File: src/rtl/seq_mul_nxn.sv
`default_nettype none
// ============================================================================
//  Module   : seq_mul_nxn
//  Purpose  : Sequential unsigned W x W multiplier (W = CHUNK*NCHUNK). Each
//             enabled RUN cycle takes one CHUNK x CHUNK partial product and
//             adds it, shifted into place, to a 2W-bit accumulator. The
//             current chunk-select and shift codes are exported for the
//             display and debug paths.
//  Ports    : clk        - clock, all state on the rising edge
//             rst        - asynchronous, active-low reset
//             start      - request a multiply (sampled in IDLE/DONE only)
//             step_en    - pacing enable, one partial product per enabled cycle
//             a, b       - W-bit operands, captured on the accepting edge
//             product    - 2W-bit registered result, updated on completion
//             busy       - high while in RUN
//             done       - high in DONE until the next accepted start
//             done_pulse - one-cycle pulse on the edge entering DONE
//             sel_a      - a-chunk index of the current partial product
//             sel_b      - b-chunk index of the current partial product
//             shift_sel  - chunk shift of the current partial product
//  Revision : 1.0 - initial release, replaces fixed 8x8 four-step controller
// ============================================================================
module seq_mul_nxn #(
    parameter  int CHUNK  = 4,
    parameter  int NCHUNK = 2,
    localparam int W      = CHUNK * NCHUNK,
    localparam int CW     = (NCHUNK > 1) ? $clog2(NCHUNK) : 1,
    localparam int SW     = ((2 * NCHUNK - 1) > 1) ? $clog2(2 * NCHUNK - 1) : 1
) (
    input  logic            clk,
    input  logic            rst,
    input  logic            start,
    input  logic            step_en,
    input  logic [W-1:0]    a,
    input  logic [W-1:0]    b,
    output logic [2*W-1:0]  product,
    output logic            busy,
    output logic            done,
    output logic            done_pulse,
    output logic [CW-1:0]   sel_a,
    output logic [CW-1:0]   sel_b,
    output logic [SW-1:0]   shift_sel
);

    localparam int PW  = 2 * W;      // accumulator / product width
    localparam int PPW = 2 * CHUNK;  // partial product width

    localparam logic [CW-1:0] C_LAST_SEL = CW'(NCHUNK - 1);

    typedef enum logic [1:0] {
        S_IDLE = 2'd0,
        S_RUN  = 2'd1,
        S_DONE = 2'd2
    } state_t;

    state_t          r_state;
    state_t          w_state_next;

    logic [W-1:0]    r_a;
    logic [W-1:0]    r_b;
    logic [PW-1:0]   r_acc;
    logic [PW-1:0]   r_product;
    logic            r_done_pulse;
    // The step counter k is held as its (k / NCHUNK, k % NCHUNK) digit pair,
    // so the selects come straight from registers and no divider is needed.
    logic [CW-1:0]   r_sel_a;
    logic [CW-1:0]   r_sel_b;

    logic            w_accept;
    logic            w_step;
    logic            w_last;
    logic [CHUNK-1:0] w_chunk_a;
    logic [CHUNK-1:0] w_chunk_b;
    logic [PPW-1:0]  w_pp;
    logic [SW-1:0]   w_shift_sel;
    logic [PW-1:0]   w_term;
    logic [PW-1:0]   w_acc_next;

    assign w_accept = start && (r_state != S_RUN);
    assign w_step   = step_en && (r_state == S_RUN);
    assign w_last   = (r_sel_a == C_LAST_SEL) && (r_sel_b == C_LAST_SEL);

    assign w_chunk_a   = r_a[r_sel_a * CHUNK +: CHUNK];
    assign w_chunk_b   = r_b[r_sel_b * CHUNK +: CHUNK];
    assign w_pp        = PPW'(w_chunk_a) * PPW'(w_chunk_b);
    assign w_shift_sel = SW'(r_sel_a) + SW'(r_sel_b);
    assign w_term      = PW'(w_pp) << (w_shift_sel * CHUNK);
    assign w_acc_next  = r_acc + w_term;

    // ------------------------------------------------------------------
    // Controller
    // ------------------------------------------------------------------
    always_ff @(posedge clk or negedge rst) begin
        if (!rst) begin
            r_state <= S_IDLE;
        end else begin
            r_state <= w_state_next;
        end
    end

    always_comb begin
        w_state_next = r_state;
        case (r_state)
            S_IDLE:  if (start)                w_state_next = S_RUN;
            S_RUN:   if (w_step && w_last)     w_state_next = S_DONE;
            S_DONE:  if (start)                w_state_next = S_RUN;
            default:                           w_state_next = S_IDLE;
        endcase
    end

    // ------------------------------------------------------------------
    // Operand capture, chunk stepping and accumulation
    // ------------------------------------------------------------------
    always_ff @(posedge clk or negedge rst) begin
        if (!rst) begin
            r_a          <= '0;
            r_b          <= '0;
            r_acc        <= '0;
            r_product    <= '0;
            r_done_pulse <= 1'b0;
            r_sel_a      <= '0;
            r_sel_b      <= '0;
        end else begin
            r_done_pulse <= 1'b0;
            if (w_accept) begin
                r_a     <= a;
                r_b     <= b;
                r_acc   <= '0;
                r_sel_a <= '0;
                r_sel_b <= '0;
            end else if (w_step) begin
                r_acc <= w_acc_next;
                if (w_last) begin
                    // Selects return to zero so they read 0 while in DONE.
                    r_product    <= w_acc_next;
                    r_done_pulse <= 1'b1;
                    r_sel_a      <= '0;
                    r_sel_b      <= '0;
                end else if (r_sel_b == C_LAST_SEL) begin
                    r_sel_b <= '0;
                    r_sel_a <= r_sel_a + CW'(1);
                end else begin
                    r_sel_b <= r_sel_b + CW'(1);
                end
            end
        end
    end

    assign product    = r_product;
    assign busy       = (r_state == S_RUN);
    assign done       = (r_state == S_DONE);
    assign done_pulse = r_done_pulse;
    assign sel_a      = r_sel_a;
    assign sel_b      = r_sel_b;
    assign shift_sel  = w_shift_sel;

endmodule
`default_nettype wire

File: config.mk
export PLATFORM = sky130hd
export DESIGN_NAME = seq_mul_nxn
export DESIGN_NICKNAME = d
export VERILOG_FILES = /design/src/rtl/seq_mul_nxn.sv
export SDC_FILE = /design/constraint.sdc
export NUM_CORES = 1
export LEC_CHECK = 0
export CORE_MARGIN = 1.5
export CORE_UTILIZATION = 45
export DETAILED_ROUTE_END_ITERATION = 12
export MAX_ROUTING_LAYER = met4
export PLACE_DENSITY_LB_ADDON = 0.15
export SETUP_SLACK_MARGIN = 0.15
export SYNTH_ARGS = -nofsm -noshare
export SYNTH_HDL_FRONTEND = slang
export SYNTH_SLANG_ARGS = --single-unit
File: constraint.sdc
create_clock -name clk -period 10.3 [get_ports clk]
set_input_delay 2.06 -clock clk [delete_from_list [all_inputs] [get_ports clk]]
set_output_delay 2.06 -clock clk [all_outputs]
set_load 0.03 [all_outputs]
==> impl_metrics.csv, run 1 <==
group,metric,value,unit
detailed_routing,wl_per_cell,14.58,um
clocking,htree_levels,2,
job,drv_cap,0,
finish,syn_to_final_growth,17.79,%
synthesis,ys_seq_elements,53,
detailed_routing,drc,0,
die,die_w,89.24,um
detailed_routing,ant_nets,0,
clocking,numClockSinks,53,
timing,fin_skew,0.01350,ns
worst_setup_path,path_delay_family,"compound AO/OA/AOI/OAI gates",
synthesis,seq_area_frac_synth,39.63,%
worst_setup_path,critPathKind,"flip-flop to flip-flop",
worst_setup_path,crit_chain,"mux2i_1, or2_2, fa_1, inv_1, fa_1, ha_1, and3_4, a2111oi_4, xnor2_1, or2b_1, a21oi_1, ha_1, a2111oi_1, a21oi_1, a31oi_1, xor2_1, o21ai_0",
global_route,grt_overflow,0,
timing,slew_viol_final,0,
clocking,clk_path_buf_depth,2,
timing,min_period_over_period,54.06,%
placed_design,hpwl,5395,um
die,dieArea,0.007964,mm2
detailed_routing,drt_iter0_markers,115,
worst_setup_path,critPathSlowestCell,"a2111oi_1",
finish,seq_area,0.001326,mm2
global_route,grt_max_degree,54,
die,initial_core_util,46.39,%
clocking,cts_resized,0,
synthesis,syn_avg_cell_area,9.590,um2
synthesis,synthFlopType,"dfrtp_1",
finish,layout-drive-gt1-share,9.044,%
finish,multiInputGateArea,0.001903,mm2
detailed_routing,dr_total_vias,2621,
global_route,grt_first_pass_wirelength,11720,um
timing,grt_setup_unrepaired,"false",
timing,worst_slew_pin_slew,1.166,ns
placed_design,routabilityCongestion,0.8112,
finish,fin_nets,439,
global_route,gr-usage-all-layers,19.64,%
die,dieHeight,89.24,um
worst_hold_path,hp-class,"flip-flop to flip-flop",
synthesis,yosys_warnings,0,
clocking,cts_setup_buffers,0,
finish,diodes,0,
clocking,cts-buffers-inserted,5,
detailed_routing,dr.pass1.iters,4,
synthesis,synth_area,0.003347,mm2
synthesis,yosys.area.top_type,"dfrtp_1",
timing,fin_tns_setup,0,ns
synthesis,ys_types,48,
outcome,status,"finished clean",
synthesis,syn-num-nets,402,
clocking,cts_root_buf,"clkbuf_8",
timing,setup_viol,0,
detailed_routing,totalWireLength,7088,um
worst_setup_path,end_kind,"flip-flop",
placed_design,io_buffers,42,
worst_setup_path,slowest_delay,0.62,ns
clocking,tritoncts,"built",
synthesis,synthTopCellsByArea,"dfrtp_1 40%, ha_1 10%, mux2_2 5.4%",
timing,finalHoldViolCount,0,
die,placeableCoreArea,0.007214,mm2
synthesis,synth_edf_count,0,
die,fp-row-count,31,
worst_setup_path,path_max_fanout,10,
synthesis,synthArstFlopShare,100.0,%
clocking,insertion_delay,0.31,ns
worst_setup_path,crit_required,10.45,ns
die,num_io_pins,43,
clocking,hold_buffers,0,
timing,finalCriticalPeriod,5.568,ns
detailed_routing,viasPerCell,5.393,
clocking,clk_pin_slew,0.11,ns
worst_setup_path,arrival,5.72,ns
worst_setup_path,startpoint_type,"flip-flop",
timing,relSlewSlack,21.96,%
synthesis,synth.top_cell.area_share,39.63,%
timing,fmax,179.6,MHz
synthesis,syn_inst,349,
worst_setup_path,critPathBufInv,1,
global_route,grt_antenna_before_repair,0,
finish,nFillCells,710,
global_route,grt_pass1_vias,2561,
==> tightest hold or removal path, delay by kind of cell, from the launching register on <==
kind,cells,cell delay [ns]
flops,1,0.35
compound gates,1,0.06
simple gates,1,0.05
==> synth_stat cells (all sizes together), types with 2 or more instances <==
master and number:
dfrtp 53, mux2 16, clkbuf 10, buf 4, and2 3, nand3 6, xnor2 9, and3 5
nor2b 4, or2 3, a2111oi 2, a22o 4, ha 28, o21ai 32, a31oi 3, o21a 2
nand2 43, xor2 8, o31ai 3, nor2 32, mux2i 11, nor3 4, a21o 7, nand2b 3
a211o 3, a21oi 17, fa 5, inv 16
==> final timing paths <==
check	from	endpoint	slack (ns)	cells after the start
worst max-delay path	sel_b	product[10]	4.73	17
worst min-delay path	product[9]	product[9]	0.48	2
worst max register to register	sel_b	product[10]	4.73	17
worst min register to register	product[9]	product[9]	0.48	2
max in group asynchronous	rst	r_a[3]	7.99	2
min in group asynchronous	rst	product[6]	1.85	2
==> layer usage <==
layer / GRT usage, % / part of all wire [%]
met1: 25.13 / 47
met2: 32.74 / 49
met3: 2.862 / 2.9
met4: 5.035 / 1.3
met5: - / 0
==> logic make-up after synthesis <==
| logic type | count (synthesis) | synth area share (%) |
|---|---|---|
| flops | 53 | 39.63 |
| simple gates | 109 | 14.77 |
| compound gates | 80 | 15.51 |
| buf+inv | 30 | 3.514 |
| fa+ha+maj | 33 | 13.46 |
| mux | 27 | 8.673 |
| xor+xnor | 17 | 4.449 |
==> stage by stage <==
step,setup WS (ns),cells,hold WS (ns),instance area [um2],util [%]
2_1_floorplan,4.912,349,0.4503,3347,-
3_3_place_gp,4.909,478,0.4625,3844,53.28
3_5_place_dp,4.783,478,0.4691,3844,53.28
4_1_cts,4.761,486,0.4918,3943,54.65
5_1_grt,4.276,486,0.5167,3943,54.65
6_report,4.732,486,0.4846,3943,54.65
==> state kept, by name (all words and copies together) (netlist names) <==
register,cells
r_a,8
r_b,8
product,16
sel_b,1
done_pulse,1
sel_a,1
r_acc,16
r_state,2
==> area by class of cell <==
type	count	share of cell area, %
well taps	99	3.142
repair buffers	44	10.92
inverters	16	1.523
clock buffers	6	2.095
multi-input cells	266	48.27
clock inverters	2	0.4126
flip-flops and latches	53	33.64
==> cells in the final DEF (no fill, tap or decap), drive strengths merged, types with 4 or more instances in the layout <==
cell and instances:
fa 5, nand3 6, o21ai 32, clkdlybuf4s50 41
inv 17, mux2 16, nor2b 4, nand2 43
and3 5, a21o 7, nor3 4, xor2 8
nor2 32, ha 28, xnor2 9, clkbuf 6
a21oi 17, dfrtp 53, mux2i 11, a22o 4
Power of run 1 is not shown: default switching activity piles up to over one toggle a cycle in this logic, so the estimate is an artifact.
==> inputs of run 2 (changes only) <==
==> constraint.sdc (replaced) <==
create_clock -name clk -period 4.6 [get_ports clk]
set_input_delay 0.92 -clock clk [delete_from_list [all_inputs] [get_ports clk]]
set_output_delay 0.92 -clock clk [all_outputs]
set_load 0.03 [all_outputs]
==> run 2 against run 1 <==
  * The run now ends with setup timing left
  * First-iteration DRC count shrank 7.8%
  * Cell area rose by 12%
  * Clock-buffer cell count is 1 higher
  * Die area unchanged
  * Final cell count increased by 7.8%
  * Critical path type unchanged
  * Largest cell class unchanged
  * Highest routed layer unchanged
==> impl_metrics.csv, run 2 (synthesis gave the netlist of run 1 again) <==
group,metric,value,unit
outcome,status,"finished, violations left",
outcome,failed_checks,"setup timing",
finish,fin_util,60.98,%
finish,syn_to_final_growth,31.44,%
die,fp-row-count,31,
clocking,cts-buffers-inserted,5,
placed_design,routabilityCongestion,0.8749,
worst_setup_path,startpoint_type,"flip-flop",
finish,diodes,0,
die,placeableCoreArea,0.007214,mm2
clocking,clk_path_buf_depth,2,
global_route,grt_max_degree,35,
clocking,cts_root_buf,"clkbuf_8",
global_route,grt_overflow,0,
die,num_io_pins,43,
detailed_routing,totalWireLength,7582,um
global_route,gr-usage-all-layers,21.45,%
detailed_routing,viasPerCell,5.206,
worst_setup_path,arrival,5.10,ns
timing,worst_hold_slack,0.4866,ns
timing,grt_setup_unrepaired,"true",
detailed_routing,ant_nets,0,
timing,setup_slack,-0.2430,ns
die,dieHeight,89.24,um
placed_design,hpwl,5810,um
clocking,hold_buffers,0,
die,dieArea,0.007964,mm2
timing,fmax,206.5,MHz
finish,final_cell_mix,"51 x dfrtp_1, 42 x nand2_1, 41 x clkdlybuf4s50_1",
worst_setup_path,end_kind,"flip-flop",
worst_setup_path,path_max_fanout,5,
worst_hold_path,hp-class,"flip-flop to flip-flop",
timing,finalCriticalPeriod,4.843,ns
finish,nFillCells,627,
clocking,insertion_delay,0.31,ns
timing,slew_viol_final,0,
die,initial_core_util,46.39,%
global_route,grt_antenna_before_repair,0,
worst_setup_path,crit_required,4.85,ns
finish,final_cells,524,
clocking,tritoncts,"built",
placed_design,postPlaceCellArea,0.004179,mm2
detailed_routing,drt_iter0_markers,106,
die,die_w,89.24,um
global_route,grt_pass1_vias,2699,
finish,fin_area,0.004399,mm2
detailed_routing,dr_total_vias,2728,
clocking,clk_pin_slew,0.10,ns
job,drv_cap,0,
global_route,grt_first_pass_wirelength,12770,um
detailed_routing,drc,0,
timing,finalHoldViolCount,0,
finish,mostFrequentLayoutCell,"dfrtp_1",
clocking,htree_levels,2,
timing,setup_viol,16,
worst_setup_path,critPathKind,"flip-flop to flip-flop",
clocking,numClockSinks,53,
detailed_routing,dr.pass1.iters,4,
timing,worst_slew_pin_slew,1.134,ns
placed_design,dp.cells,515,
timing,relSlewSlack,24.12,%
placed_design,io_buffers,42,
detailed_routing,wl_per_cell,14.47,um
timing,fin_skew,0.008541,ns
timing,min_period_over_period,105.3,%
finish,fin_nets,477,
finish,layout-drive-gt1-share,23.76,%
-- run 2: critical path: stages, from the launching register on --
cell and delay [ns]:
dfrtp_2 0.48, mux2i_1 0.17, or2_4 0.25, fa_1 0.53, inv_1 0.05, fa_1 0.47
ha_1 0.28, a21o_1 0.19, a2111oi_4 0.30, xnor2_1 0.19, or2b_1 0.26, a21oi_2 0.19
ha_4 0.25, a2111oi_4 0.42, a211o_1 0.21, nand2_2 0.06, or4_1 0.40, nand3_1 0.09
-- run 2: worst paths after layout --
| path | from | end | slack [ns] | cells after the start |
|---|---|---|---|---|
| max | sel_a | product[14] | -0.24 | 17 |
| min | product[7] | product[7] | 0.49 | 2 |
| max reg2reg | sel_a | product[14] | -0.24 | 17 |
| min reg2reg | product[7] | product[7] | 0.49 | 2 |
| max in group asynchronous | rst | sel_b | 3.19 | 2 |
| min in group asynchronous | rst | r_acc[11] | 0.60 | 1 |
-- run 2: layout make-up --
type | count | area, um2 | area share, %
well taps | 99 | 123.9 | 2.816
flip-flops and latches | 53 | 1329 | 30.20
clock inverters | 1 | 7.507 | 0.1706
clock buffers | 7 | 76.32 | 1.735
multi-input cells | 266 | 2087 | 47.44
repair buffers | 82 | 715.7 | 16.27
inverters | 16 | 60.06 | 1.365
-- run 2: what timing repair did --
action / 4_1_cts / 5_1_grt
gates cloned: 0 / 0
buffers inserted: 1 / 0
pin swaps: 11 / 11
setup endpoints to repair: 20 / 22
resized for setup: 16 / 11
-- run 2: metal layers --
metal | wire length [um] | vias up | track usage (%) | share of wire, %
met5 | 0 | - | - | 0
met4 | 105 | 0 | 6.294 | 1.4
met3 | 224 | 11 | 3.693 | 3.0
met2 | 3706 | 48 | 34.79 | 49
met1 | 3546 | 1308 | 27.61 | 47
li1 | - | 1361 | - | -
-- run 2: metrics by stage --
| stage | worst slack (ns) | setup TNS [ns] |
|---|---|---|
| CTS | -0.2362 | -2.654 |
| global route | -0.4695 | -6.066 |
| floorplan | -0.3135 | -2.990 |
| global placement | -0.2508 | -2.823 |
| detailed placement | -0.2862 | -3.377 |
| finish | -0.2430 | -2.176 |
Power of run 2 is left out for the same reason.
==> inputs of run 3 (changes only) <==
--- a/config.mk
+++ b/config.mk
@@ -5,6 +5,7 @@
 export SDC_FILE = /design/constraint.sdc
 export NUM_CORES = 1
 export LEC_CHECK = 0
+export CORE_ASPECT_RATIO = 1.5
 export CORE_MARGIN = 1.5
 export CORE_UTILIZATION = 45
 export DETAILED_ROUTE_END_ITERATION = 12
==> run 3 against run 2 <==
  * The flow still finishes with violations (setup timing)
  * Final cell count rose by 2.7%
  * Die area grew 0.14%
  * Setup slack worse by 0.019 ns
  * Core utilization increased by 2.9 points
  * Register-to-register slack worse by 0.02 ns
  * Via count is 4.7% higher
  * Fmax fell by 0.39%
  * Flip-flop and latch count stayed put
  * Critical path depth stayed put
  * Clock skew is 0.0048 ns higher
  * Non-clock buffer count grew 13
  * Clock-buffer cell count fell by 2
  * Critical endpoint unchanged
==> impl_metrics.csv, run 3 (synthesis gave the netlist of run 1 again) <==
group,metric,value,unit
placed_design,hpwl,6137,um
finish,final_cell_mix,"51 x dfrtp_1, 48 x buf_4, 41 x nand2_1, 41 x clkdlybuf4s50_1, 32 x nor2_1",
timing,slew_viol_final,0,
detailed_routing,wl_per_cell,15.52,um
finish,fin_area,0.004619,mm2
global_route,grt_first_pass_wirelength,13800,um
clocking,numClockSinks,53,
detailed_routing,totalWireLength,8351,um
worst_setup_path,arrival,5.13,ns
placed_design,routabilityCongestion,0.8130,
worst_hold_path,hold_start,"product[12]",
timing,fin_skew,0.01334,ns
timing,worst_slew_pin_slew,1.211,ns
finish,nFillCells,624,
outcome,failed_checks,"setup timing",
worst_setup_path,startpoint_type,"flip-flop",
worst_setup_path,r2r_cells,17,
clocking,htree_levels,2,
global_route,grt_overflow,0,
global_route,grt_antenna_before_repair,0,
detailed_routing,drc,0,
clocking,clk_path_buf_depth,2,
finish,layout-drive-gt1-share,29.45,%
die,placeableCoreArea,0.007227,mm2
clocking,cts_root_buf,"clkbuf_8",
die,die_w,73.42,um
global_route,grt_max_degree,35,
job,drv_cap,0,
placed_design,postPlaceCellArea,0.004203,mm2
outcome,status,"finished, violations left",
detailed_routing,dr.pass1.iters,5,
global_route,grt_pass1_vias,2988,
die,dieArea,0.007975,mm2
finish,fin_nets,490,
timing,relSlewSlack,18.97,%
die,fp-row-count,38,
worst_setup_path,end_kind,"flip-flop",
worst_setup_path,r2r-start,"sel_a",
worst_setup_path,slowest_delay,0.50,ns
die,initial_core_util,46.31,%
timing,grt_setup_unrepaired,"true",
placed_design,io_buffers,42,
detailed_routing,dr_total_vias,2856,
timing,finalHoldViolCount,0,
clocking,cts-buffers-inserted,5,
worst_setup_path,worstReg2RegEnd,"product[14]",
die,num_io_pins,43,
clocking,tritoncts,"built",
clocking,hold_buffers,0,
worst_setup_path,worst-r2r-setup-slack,-0.26,ns
clocking,clk_pin_slew,0.10,ns
timing,finalCriticalPeriod,4.862,ns
worst_hold_path,holdPathEnd,"product[12]",
worst_setup_path,path_max_fanout,5,
timing,fmax,205.7,MHz
detailed_routing,drt_iter0_markers,105,
worst_setup_path,crit_chain,"mux2i_4, or2_4, fa_1, inv_2, fa_1, ha_1, a21o_1, a2111oi_4, xnor2_1, or2b_1, a21oi_2, ha_4, a2111oi_4, a211o_1, nand2_2, or4_1, nand3_2",
worst_setup_path,critPathSlowestCell,"dfrtp_2",
clocking,insertion_delay,0.33,ns
die,dieHeight,108.6,um
timing,setup_slack,-0.2619,ns
finish,diodes,0,
worst_hold_path,hp-class,"flip-flop to flip-flop",
detailed_routing,ant_nets,0,
finish,mostFrequentLayoutCell,"dfrtp_1",
worst_hold_path,hold_path_depth,2,
worst_setup_path,critPathKind,"flip-flop to flip-flop",
worst_setup_path,crit_required,4.87,ns
detailed_routing,viasPerCell,5.309,
timing,min_period_over_period,105.7,%
finish,syn_to_final_growth,38.02,%
global_route,gr-usage-all-layers,23.64,%
timing,setup_viol,16,
run 3: area by class of cell:
class | instances | area [um2] | share of cell area [%]
Multi-Input combinational cell | 266 | 2183 | 47.26
Sequential cell | 53 | 1329 | 28.76
Timing Repair Buffer | 95 | 832.0 | 18.01
Tap cell | 100 | 125.1 | 2.709
Clock buffer | 5 | 68.82 | 1.490
Inverter | 16 | 60.06 | 1.300
Clock inverter | 3 | 21.27 | 0.4605
run 3: worst max path at each step:
stage / slack (ns) / start / endpoint / cells past startpoint
2_1_floorplan: -0.31 / sel_b / product[11] / 19
6_report: -0.26 / sel_a / product[14] / 17
3_5_place_dp: -0.37 / sel_a / product[10] / 22
4_1_cts: -0.36 / sel_a / product[11] / 19
5_1_grt: -0.49 / sel_a / product[11] / 19
3_3_place_gp: -0.32 / sel_a / product[10] / 22
run 3: metrics by stage:
stage	instances	TNS (ns)	utilization (%)	setup slack (ns)	hold slack, ns
5_1_grt	538	-6.805	63.92	-0.4930	0.5047
2_1_floorplan	349	-2.990	-	-0.3135	0.4503
3_5_place_dp	519	-4.631	58.15	-0.3741	0.4654
4_1_cts	537	-3.889	62.95	-0.3564	0.4888
6_report	538	-2.924	63.92	-0.2619	0.4901
3_3_place_gp	519	-3.546	58.15	-0.3232	0.4580
run 3: timing repair:
item | CTS | global route
resized for setup | 39 | 11
pin swaps | 32 | 11
setup buffers | 10 | 1
endpoints found under the setup margin | 20 | 22
run 3: worst max-delay path: cells and delay by family (launching register included):
kind            cells  cell delay (ns)
compound gates      5             1.25
mux                 1             0.22
xor+xnor            1             0.18
simple gates        5             1.11
fa+ha+maj           4             1.51
flops               1             0.50
buf+inv             1             0.04
run 3: layer usage:
layer | vias up | GRT usage (%) | wire length [um]
met2 | 72 | 42.92 | 4625
met4 | 0 | 11.51 | 331
met5 | - | - | 0
met1 | 1367 | 24.26 | 3152
met3 | 24 | 3.697 | 242
li1 | 1393 | - | -
Power of run 3 is left out for the same reason.
